--- src/rtl/fft_pkg.sv ---
// Shared types for the FFT building blocks: default sample width, sequencer
// state encoding and a complex sample at the default width.
package fft_pkg;

    localparam int FFT_W = 16;

    typedef enum logic [1:0] {
        LOAD = 2'd0,
        CALC = 2'd1,
        OUT  = 2'd2
    } state_t;

    typedef struct packed {
        logic signed [FFT_W-1:0] r;
        logic signed [FFT_W-1:0] i;
    } cplx_t;

endpackage

--- src/rtl/fft4_seq_if.sv ---
// Sample-in / result-out streams of the 4-point DFT sequencer.
interface fft4_seq_if
    import fft_pkg::*;
#(
    parameter int W = FFT_W
);
    logic         in_valid;
    logic         in_ready;
    logic [W-1:0] in_r;
    logic [W-1:0] in_i;
    logic         out_valid;
    logic         out_ready;
    logic [W-1:0] out_r;
    logic [W-1:0] out_i;
    logic [1:0]   out_idx;
    logic         out_last;

    modport master (
        output in_valid, in_r, in_i, out_ready,
        input  in_ready, out_valid, out_r, out_i, out_idx, out_last
    );

    modport slave (
        input  in_valid, in_r, in_i, out_ready,
        output in_ready, out_valid, out_r, out_i, out_idx, out_last
    );
endinterface

--- src/rtl/fft4_bfly.sv ---
// Shared radix-2 butterfly: sum = p + q', dif = p - q', where q' is q or j*q.
// Arithmetic is W+1 bits wide, then wrapped or halved back to W bits.
module fft4_bfly
    import fft_pkg::*;
#(
    parameter int W     = FFT_W,
    parameter bit SCALE = 1'b0
) (
    input  logic [W-1:0] p_r,
    input  logic [W-1:0] p_i,
    input  logic [W-1:0] q_r,
    input  logic [W-1:0] q_i,
    input  logic         rot_j,
    output logic [W-1:0] sum_r,
    output logic [W-1:0] sum_i,
    output logic [W-1:0] dif_r,
    output logic [W-1:0] dif_i
);

    logic [W-1:0] qr, qi;
    logic [W:0]   sr, si, dr, di;

    function automatic logic [W-1:0] fit(input logic [W:0] v);
        return SCALE ? v[W:1] : v[W-1:0];
    endfunction

    // j*(a,b) = (-b, a); the negation stays at W bits so -min wraps to min.
    always_comb begin
        if (rot_j) begin
            qr = W'(-q_i);
            qi = q_r;
        end else begin
            qr = q_r;
            qi = q_i;
        end
    end

    assign sr = {p_r[W-1], p_r} + {qr[W-1], qr};
    assign si = {p_i[W-1], p_i} + {qi[W-1], qi};
    assign dr = {p_r[W-1], p_r} - {qr[W-1], qr};
    assign di = {p_i[W-1], p_i} - {qi[W-1], qi};

    assign sum_r = fit(sr);
    assign sum_i = fit(si);
    assign dif_r = fit(dr);
    assign dif_i = fit(di);

endmodule

--- src/rtl/fft4_seq.sv ---
// 4-point DFT sequencer: loads four samples, runs the shared butterfly for
// four cycles, then streams X0..X3 out in natural order.
module fft4_seq
    import fft_pkg::*;
#(
    parameter int W     = FFT_W,
    parameter bit SCALE = 1'b0
) (
    input  logic       clk,
    input  logic       rst_n,
    input  logic       flush,
    output logic       busy,
    fft4_seq_if.slave  s
);

    typedef struct packed {
        logic [W-1:0] r;
        logic [W-1:0] i;
    } cx_t;

    state_t     state, next_state;
    logic [1:0] cnt, next_cnt;

    cx_t [3:0]  x;
    cx_t [3:0]  res;
    cx_t        a, b, c, d;
    cx_t        p, q;
    logic       rot_j;
    logic [W-1:0] sum_r, sum_i, dif_r, dif_i;

    logic in_xfer, out_xfer, calc_en;

    assign in_xfer  = s.in_valid & s.in_ready & ~flush;
    assign out_xfer = s.out_valid & s.out_ready & ~flush;
    assign calc_en  = (state == CALC) & ~flush;

    always_ff @(posedge clk or negedge rst_n) begin
        if (!rst_n) begin
            state <= LOAD;
            cnt   <= 2'd0;
        end else begin
            state <= next_state;
            cnt   <= next_cnt;
        end
    end

    // cnt is shared by all states and clears on every state change.
    always_comb begin
        next_state = state;
        next_cnt   = cnt;
        if (flush) begin
            next_state = LOAD;
            next_cnt   = 2'd0;
        end else begin
            case (state)
                LOAD: if (in_xfer) begin
                    if (cnt == 2'd3) begin
                        next_state = CALC;
                        next_cnt   = 2'd0;
                    end else begin
                        next_cnt = cnt + 2'd1;
                    end
                end
                CALC: begin
                    if (cnt == 2'd3) begin
                        next_state = OUT;
                        next_cnt   = 2'd0;
                    end else begin
                        next_cnt = cnt + 2'd1;
                    end
                end
                OUT: if (out_xfer) begin
                    if (cnt == 2'd3) begin
                        next_state = LOAD;
                        next_cnt   = 2'd0;
                    end else begin
                        next_cnt = cnt + 2'd1;
                    end
                end
                default: begin
                    next_state = LOAD;
                    next_cnt   = 2'd0;
                end
            endcase
        end
    end

    always_comb begin
        s.in_ready  = (state == LOAD);
        s.out_valid = (state == OUT);
        busy        = (state != LOAD);
        s.out_last  = (state == OUT) && (cnt == 2'd3);
        s.out_idx   = (state == OUT) ? cnt : 2'd0;
        s.out_r     = (state == OUT) ? res[cnt].r : '0;
        s.out_i     = (state == OUT) ? res[cnt].i : '0;
        rot_j       = (state == CALC) && (cnt == 2'd3);
        case (cnt)
            2'd0:    begin p = x[0]; q = x[2]; end
            2'd1:    begin p = x[1]; q = x[3]; end
            2'd2:    begin p = a;    q = b;    end
            default: begin p = c;    q = d;    end
        endcase
    end

    fft4_bfly #(.W(W), .SCALE(SCALE)) u_bfly (
        .p_r   (p.r),
        .p_i   (p.i),
        .q_r   (q.r),
        .q_i   (q.i),
        .rot_j (rot_j),
        .sum_r (sum_r),
        .sum_i (sum_i),
        .dif_r (dif_r),
        .dif_i (dif_i)
    );

    // At cnt3 sum = c + j*d lands in X3 and dif = c - j*d lands in X1.
    always_ff @(posedge clk or negedge rst_n) begin
        if (!rst_n) begin
            x   <= '0;
            res <= '0;
            a   <= '0;
            b   <= '0;
            c   <= '0;
            d   <= '0;
        end else begin
            if (in_xfer) begin
                x[cnt] <= {s.in_r, s.in_i};
            end
            if (calc_en) begin
                case (cnt)
                    2'd0: begin a <= {sum_r, sum_i}; c <= {dif_r, dif_i}; end
                    2'd1: begin b <= {sum_r, sum_i}; d <= {dif_r, dif_i}; end
                    2'd2: begin res[0] <= {sum_r, sum_i}; res[2] <= {dif_r, dif_i}; end
                    default: begin res[3] <= {sum_r, sum_i}; res[1] <= {dif_r, dif_i}; end
                endcase
            end
        end
    end

endmodule
--- src/flat_wrapper.sv ---
// flat-port wrapper written by rule: the top's interface ports become plain ports
module fft4_seq_flat import fft_pkg::*;
#(
    parameter int W     = FFT_W,
    parameter bit SCALE = 1'b0
)
  (clk, rst_n, flush, busy, s_in_valid, s_in_r, s_in_i, s_out_ready, s_in_ready, s_out_valid, s_out_r, s_out_i, s_out_idx, s_out_last);
  fft4_seq_if #(.W(W)) s_i ();
  input  logic clk;
  input  logic rst_n;
  input  logic flush;
  output logic busy;
  input wire logic [$bits(s_i.in_valid)-1:0] s_in_valid;
  input wire logic [$bits(s_i.in_r)-1:0] s_in_r;
  input wire logic [$bits(s_i.in_i)-1:0] s_in_i;
  input wire logic [$bits(s_i.out_ready)-1:0] s_out_ready;
  output wire logic [$bits(s_i.in_ready)-1:0] s_in_ready;
  output wire logic [$bits(s_i.out_valid)-1:0] s_out_valid;
  output wire logic [$bits(s_i.out_r)-1:0] s_out_r;
  output wire logic [$bits(s_i.out_i)-1:0] s_out_i;
  output wire logic [$bits(s_i.out_idx)-1:0] s_out_idx;
  output wire logic [$bits(s_i.out_last)-1:0] s_out_last;
  assign s_i.in_valid = s_in_valid;
  assign s_i.in_r = s_in_r;
  assign s_i.in_i = s_in_i;
  assign s_i.out_ready = s_out_ready;
  assign s_in_ready = s_i.in_ready;
  assign s_out_valid = s_i.out_valid;
  assign s_out_r = s_i.out_r;
  assign s_out_i = s_i.out_i;
  assign s_out_idx = s_i.out_idx;
  assign s_out_last = s_i.out_last;
  fft4_seq #(.W(W), .SCALE(SCALE)) u_core (.clk(clk), .rst_n(rst_n), .flush(flush), .busy(busy), .s(s_i));
endmodule
--- config.mk ---
export PLATFORM = sky130hd
export DESIGN_NAME = fft4_seq_flat
export DESIGN_NICKNAME = d
export VERILOG_FILES = /design/src/rtl/fft_pkg.sv /design/src/rtl/fft4_seq_if.sv /design/src/rtl/fft4_bfly.sv /design/src/rtl/fft4_seq.sv /design/src/flat_wrapper.sv
export SDC_FILE = /design/constraint.sdc
export NUM_CORES = 1
export LEC_CHECK = 0
export BUFFER_PORTS_ARGS = -buffer_cell sky130_fd_sc_hd__buf_2
export CORE_UTILIZATION = 50
export CTS_CLUSTER_DIAMETER = 150
export CTS_CLUSTER_SIZE = 30
export DETAILED_ROUTE_END_ITERATION = 10
export HOLD_SLACK_MARGIN = 0.06
export PLACE_DENSITY = 0.75
export SLEW_MARGIN = 20
export SYNTH_ARGS = -nofsm -noshare
export SYNTH_HDL_FRONTEND = slang
export SYNTH_SLANG_ARGS = --single-unit
--- constraint.sdc ---
create_clock -name clk -period 17.7 [get_ports clk]
set_input_delay 2.655 -clock clk [delete_from_list [all_inputs] [get_ports clk]]
set_output_delay 2.655 -clock clk [all_outputs]
set_load 0.05 [all_outputs]
==> results.py <==
metrics = {
    "min_path": {
        "min_path_type": "reg -> reg",
        "holdPathStages": 2,
        "min-delay-start": "u_core.res[81]$_DFFE_PN0P_",
        "hold_end": "u_core.res[81]$_DFFE_PN0P_",
    },
    "sta": {
        "worstMarginPinSlew_ns": 0.988,
        "hold_viol": 0,
        "min_period_ns": 6.40,
        "fin_crit_sh": 0.361,
        "slew_viol_final": 0,
        "max_freq_mhz": 156,
        "slew_headroom": 0.339,
        "setup_slack_ns": 11.30,
        "rsz0062_at_grt": "false",
        "setup-tns-final_ns": 0,
        "setup_viol": 0,
        "worst_clock_skew_ns": 0.0263,
    },
    "clock_network": {
        "clock_latency_ns": 0.55,
        "clk_path_buf_depth": 3,
        "cts_resized": 0,
        "cts_buffers": 16,
        "holdBufCountCts": 0,
        "post_cts_buffers": 0,
        "clock-sinks": 380,
        "cts_tree": "done",
        "path_clk_slew_ns": 0.12,
        "root_buffer": "clkbuf_16",
        "h-tree-depth": 1,
    },
    "yosys": {
        "synth_area_sq_mm": 0.0198,
        "syn_nets": 2115,
        "synthTopCellsByArea": "dfrtp_1 (48%), mux2_2 (7.5%), nand2_1 (7.2%), o21ai_0 (6.4%), ha_1 (4.2%)",
        "synth_ff_type": "dfrtp_1",
        "yosysSeqAreaShare": 0.481,
        "ys_types": 61,
        "syn_inst": 2008,
        "ys_warn_count": 0,
        "async_reset_ff_frac": 1.00,
        "syn_area_per_cell_sq_um": 9.84,
        "synth-seq-cells": 380,
        "synth_area_leader_cell": "dfrtp_1",
        "synth_top_cell_area_share": 0.481,
        "synth-edff-count": 0,
    },
    "layout": {
        "fillers": 3439,
        "nets": 2090,
        "drive_gt1_frac": 0.149,
        "seqCellArea_sq_mm": 0.00951,
        "area_delta_synth_final_pct": 5.81,
        "mostFrequentLayoutCells": "dfrtp_1 (379), nand2_1 (375), o21ai_0 (253)",
        "mostFrequentLayoutCell": "dfrtp_1",
        "multi_input_area_sq_mm": 0.00954,
    },
    "setup_path": {
        "r2r_cells": 20,
        "r2r_start": "u_core.cnt[0]$_DFFE_PN0P_",
        "rrSetupSlack_ns": 11.30,
        "crit_type": "reg -> reg",
        "critPathMaxFanout": 67,
        "cp.required_ns": 18.19,
        "crit_path_start_kind": "flip-flop",
        "crit_path_end_kind": "flip-flop",
        "reg2reg_to": "u_core.res[95]$_DFFE_PN0P_",
        "arrival_ns": 6.88,
    },
    "floorplanning": {
        "fp.coreArea_sq_mm": 0.0388,
        "start_util": 0.509,
        "die-height_microns": 201,
        "io_pins": 75,
        "die_w_microns": 201,
        "die_area_sq_mm": 0.0403,
        "fp-row-count": 72,
    },
    "route": {
        "dr.pass1.iters": 7,
        "ant_nets": 0,
        "drc_errors": 0,
        "vias": 14900,
        "wl_microns": 53000,
        "drt-initial-drc-count": 1684,
        "wl_per_cell_microns": 21.2,
        "vias_per_cell": 5.97,
    },
    "global_route": {
        "gr-total-overflow": 0,
        "antenna_found_initial": 1,
        "grt_pass1_vias": 14400,
        "grt_usage": 0.263,
        "grt_max_degree": 120,
        "grt_first_pass_wirelength_microns": 83100,
    },
    "placed_design": {
        "io_buffers": 74,
        "place_ws_ns": 11.33,
        "hpwl_microns": 37500,
        "gp_routability_congestion": 0.959,
    },
    "power": {
        "leakagePower_nw": 9.57,
        "power_mw": 2.65,
        "power_density_mw_per_mm2": 127,
        "ir_worst_vdd_v": 0.0000591,
    },
    "run": {
        "cap_violations": 0,
    },
    "status": {
        "status": "completed",
    },
}
stage by stage:
stage | std cells | hold slack (ns) | instance area (sq um) | util
2_1_floorplan | 2008 | 0.440 | 19800 | -
3_3_place_gp | 2483 | 0.454 | 20400 | 0.526
3_5_place_dp | 2483 | 0.462 | 20400 | 0.526
4_1_cts | 2502 | 0.489 | 20900 | 0.538
6_report | 2504 | 0.487 | 20900 | 0.538
5_1_grt | 2502 | 0.511 | 20900 | 0.538
synthesized netlist by cell type, types with 4 or more instances:
cell      number
nor2_1        92
mux2_2       131
xnor2_1       45
nand2b_1      15
buf_1         32
mux2i_1       10
fa_1           4
o311ai_0       4
mux4_2        30
o211ai_1      12
a22oi_1       17
nor2b_1       15
clkbuf_1      98
a31oi_1       14
or2_2          4
nor3b_1        7
o21ai_0      253
buf_2          4
a21oi_1       83
ha_1          66
a21o_1         5
xor2_1        17
o21a_1        17
a211oi_1       4
nand2_1      379
or3_1          4
a211o_1        4
a222oi_1      47
nand3_1       25
dfrtp_1      380
and2_1        46
o21bai_1      10
or4_1          8
inv_1         62
nor3_1        18
nor4_1         4
and3_1         5
kinds of logic after synthesis:
family | Yosys count | synth area share
flops | 380 | 0.481
fa+ha+maj | 70 | 0.0459
buf+inv | 199 | 0.0390
xor+xnor | 62 | 0.0275
mux | 171 | 0.114
compound gates | 493 | 0.152
simple gates | 633 | 0.140
how the worst max path moves through the flow:
stage	start	to	slack, ns	depth (start not counted)
6_report	u_core.cnt[0]$_DFFE_PN0P_	u_core.res[95]$_DFFE_PN0P_	11.30	20
5_1_grt	u_core.cnt[0]$_DFFE_PN0P_	u_core.res[95]$_DFFE_PN0P_	10.88	20
4_1_cts	u_core.cnt[0]$_DFFE_PN0P_	u_core.res[95]$_DFFE_PN0P_	11.27	20
3_5_place_dp	u_core.cnt[0]$_DFFE_PN0P_	u_core.res[95]$_DFFE_PN0P_	11.33	20
3_3_place_gp	u_core.cnt[0]$_DFFE_PN0P_	u_core.res[95]$_DFFE_PN0P_	11.45	20
2_1_floorplan	u_core.cnt[0]$_DFFE_PN0P_	u_core.c[31]$_DFFE_PN0P_	11.89	23
final cells by class:
cell class / count / area share
antenna: 2 / 0.000239
tap: 518 / 0.0310
multi-input combinational: 1429 / 0.456
timing repair buffer: 94 / 0.0254
clock buffer: 18 / 0.0205
inverter: 62 / 0.0111
clock inverter: 1 / 0.000539
sequential: 380 / 0.455
flip-flops by register name, summed over array words and instances (netlist names):
signal        cells
u_core.x        128
u_core.res      124
u_core.c         32
u_core.b         31
u_core.d         31
u_core.a         30
u_core.cnt        2
u_core.state      2
where the power goes:
part / total, mW / internal (mW) / leakage (nW) / switching [mW]
registers: 1.07 / 0.992 / 5.10 / 0.0749
logic: 1.13 / 0.381 / 4.25 / 0.752
clock network: 0.450 / 0.177 / 0.217 / 0.273
layer usage:
layer / share of wire / GRT usage
met1: 0.48 / 0.416
met2: 0.42 / 0.379
met3: 0.071 / 0.0391
met4: 0.020 / 0.0611
met5: 0.00025 / 0
critical path, cell delays in order (launching register included):
cell and delay, ns:
dfrtp_2 0.61, buf_4 0.52, inv_1 0.18, ha_2 0.22
buf_4 0.36, a222oi_1 0.53, a21oi_1 0.16, inv_1 0.10
ha_1 0.19, nor2b_1 0.24, nand4_1 0.20, and2_1 0.22
o311ai_0 0.37, o21a_1 0.21, ha_1 0.28, or4_1 0.59
nor2b_1 0.21, o31ai_1 0.15, a21o_1 0.30, or4_1 0.55
nand3_1 0.08
No activity file was read; power rests on OpenSTA's default activity.
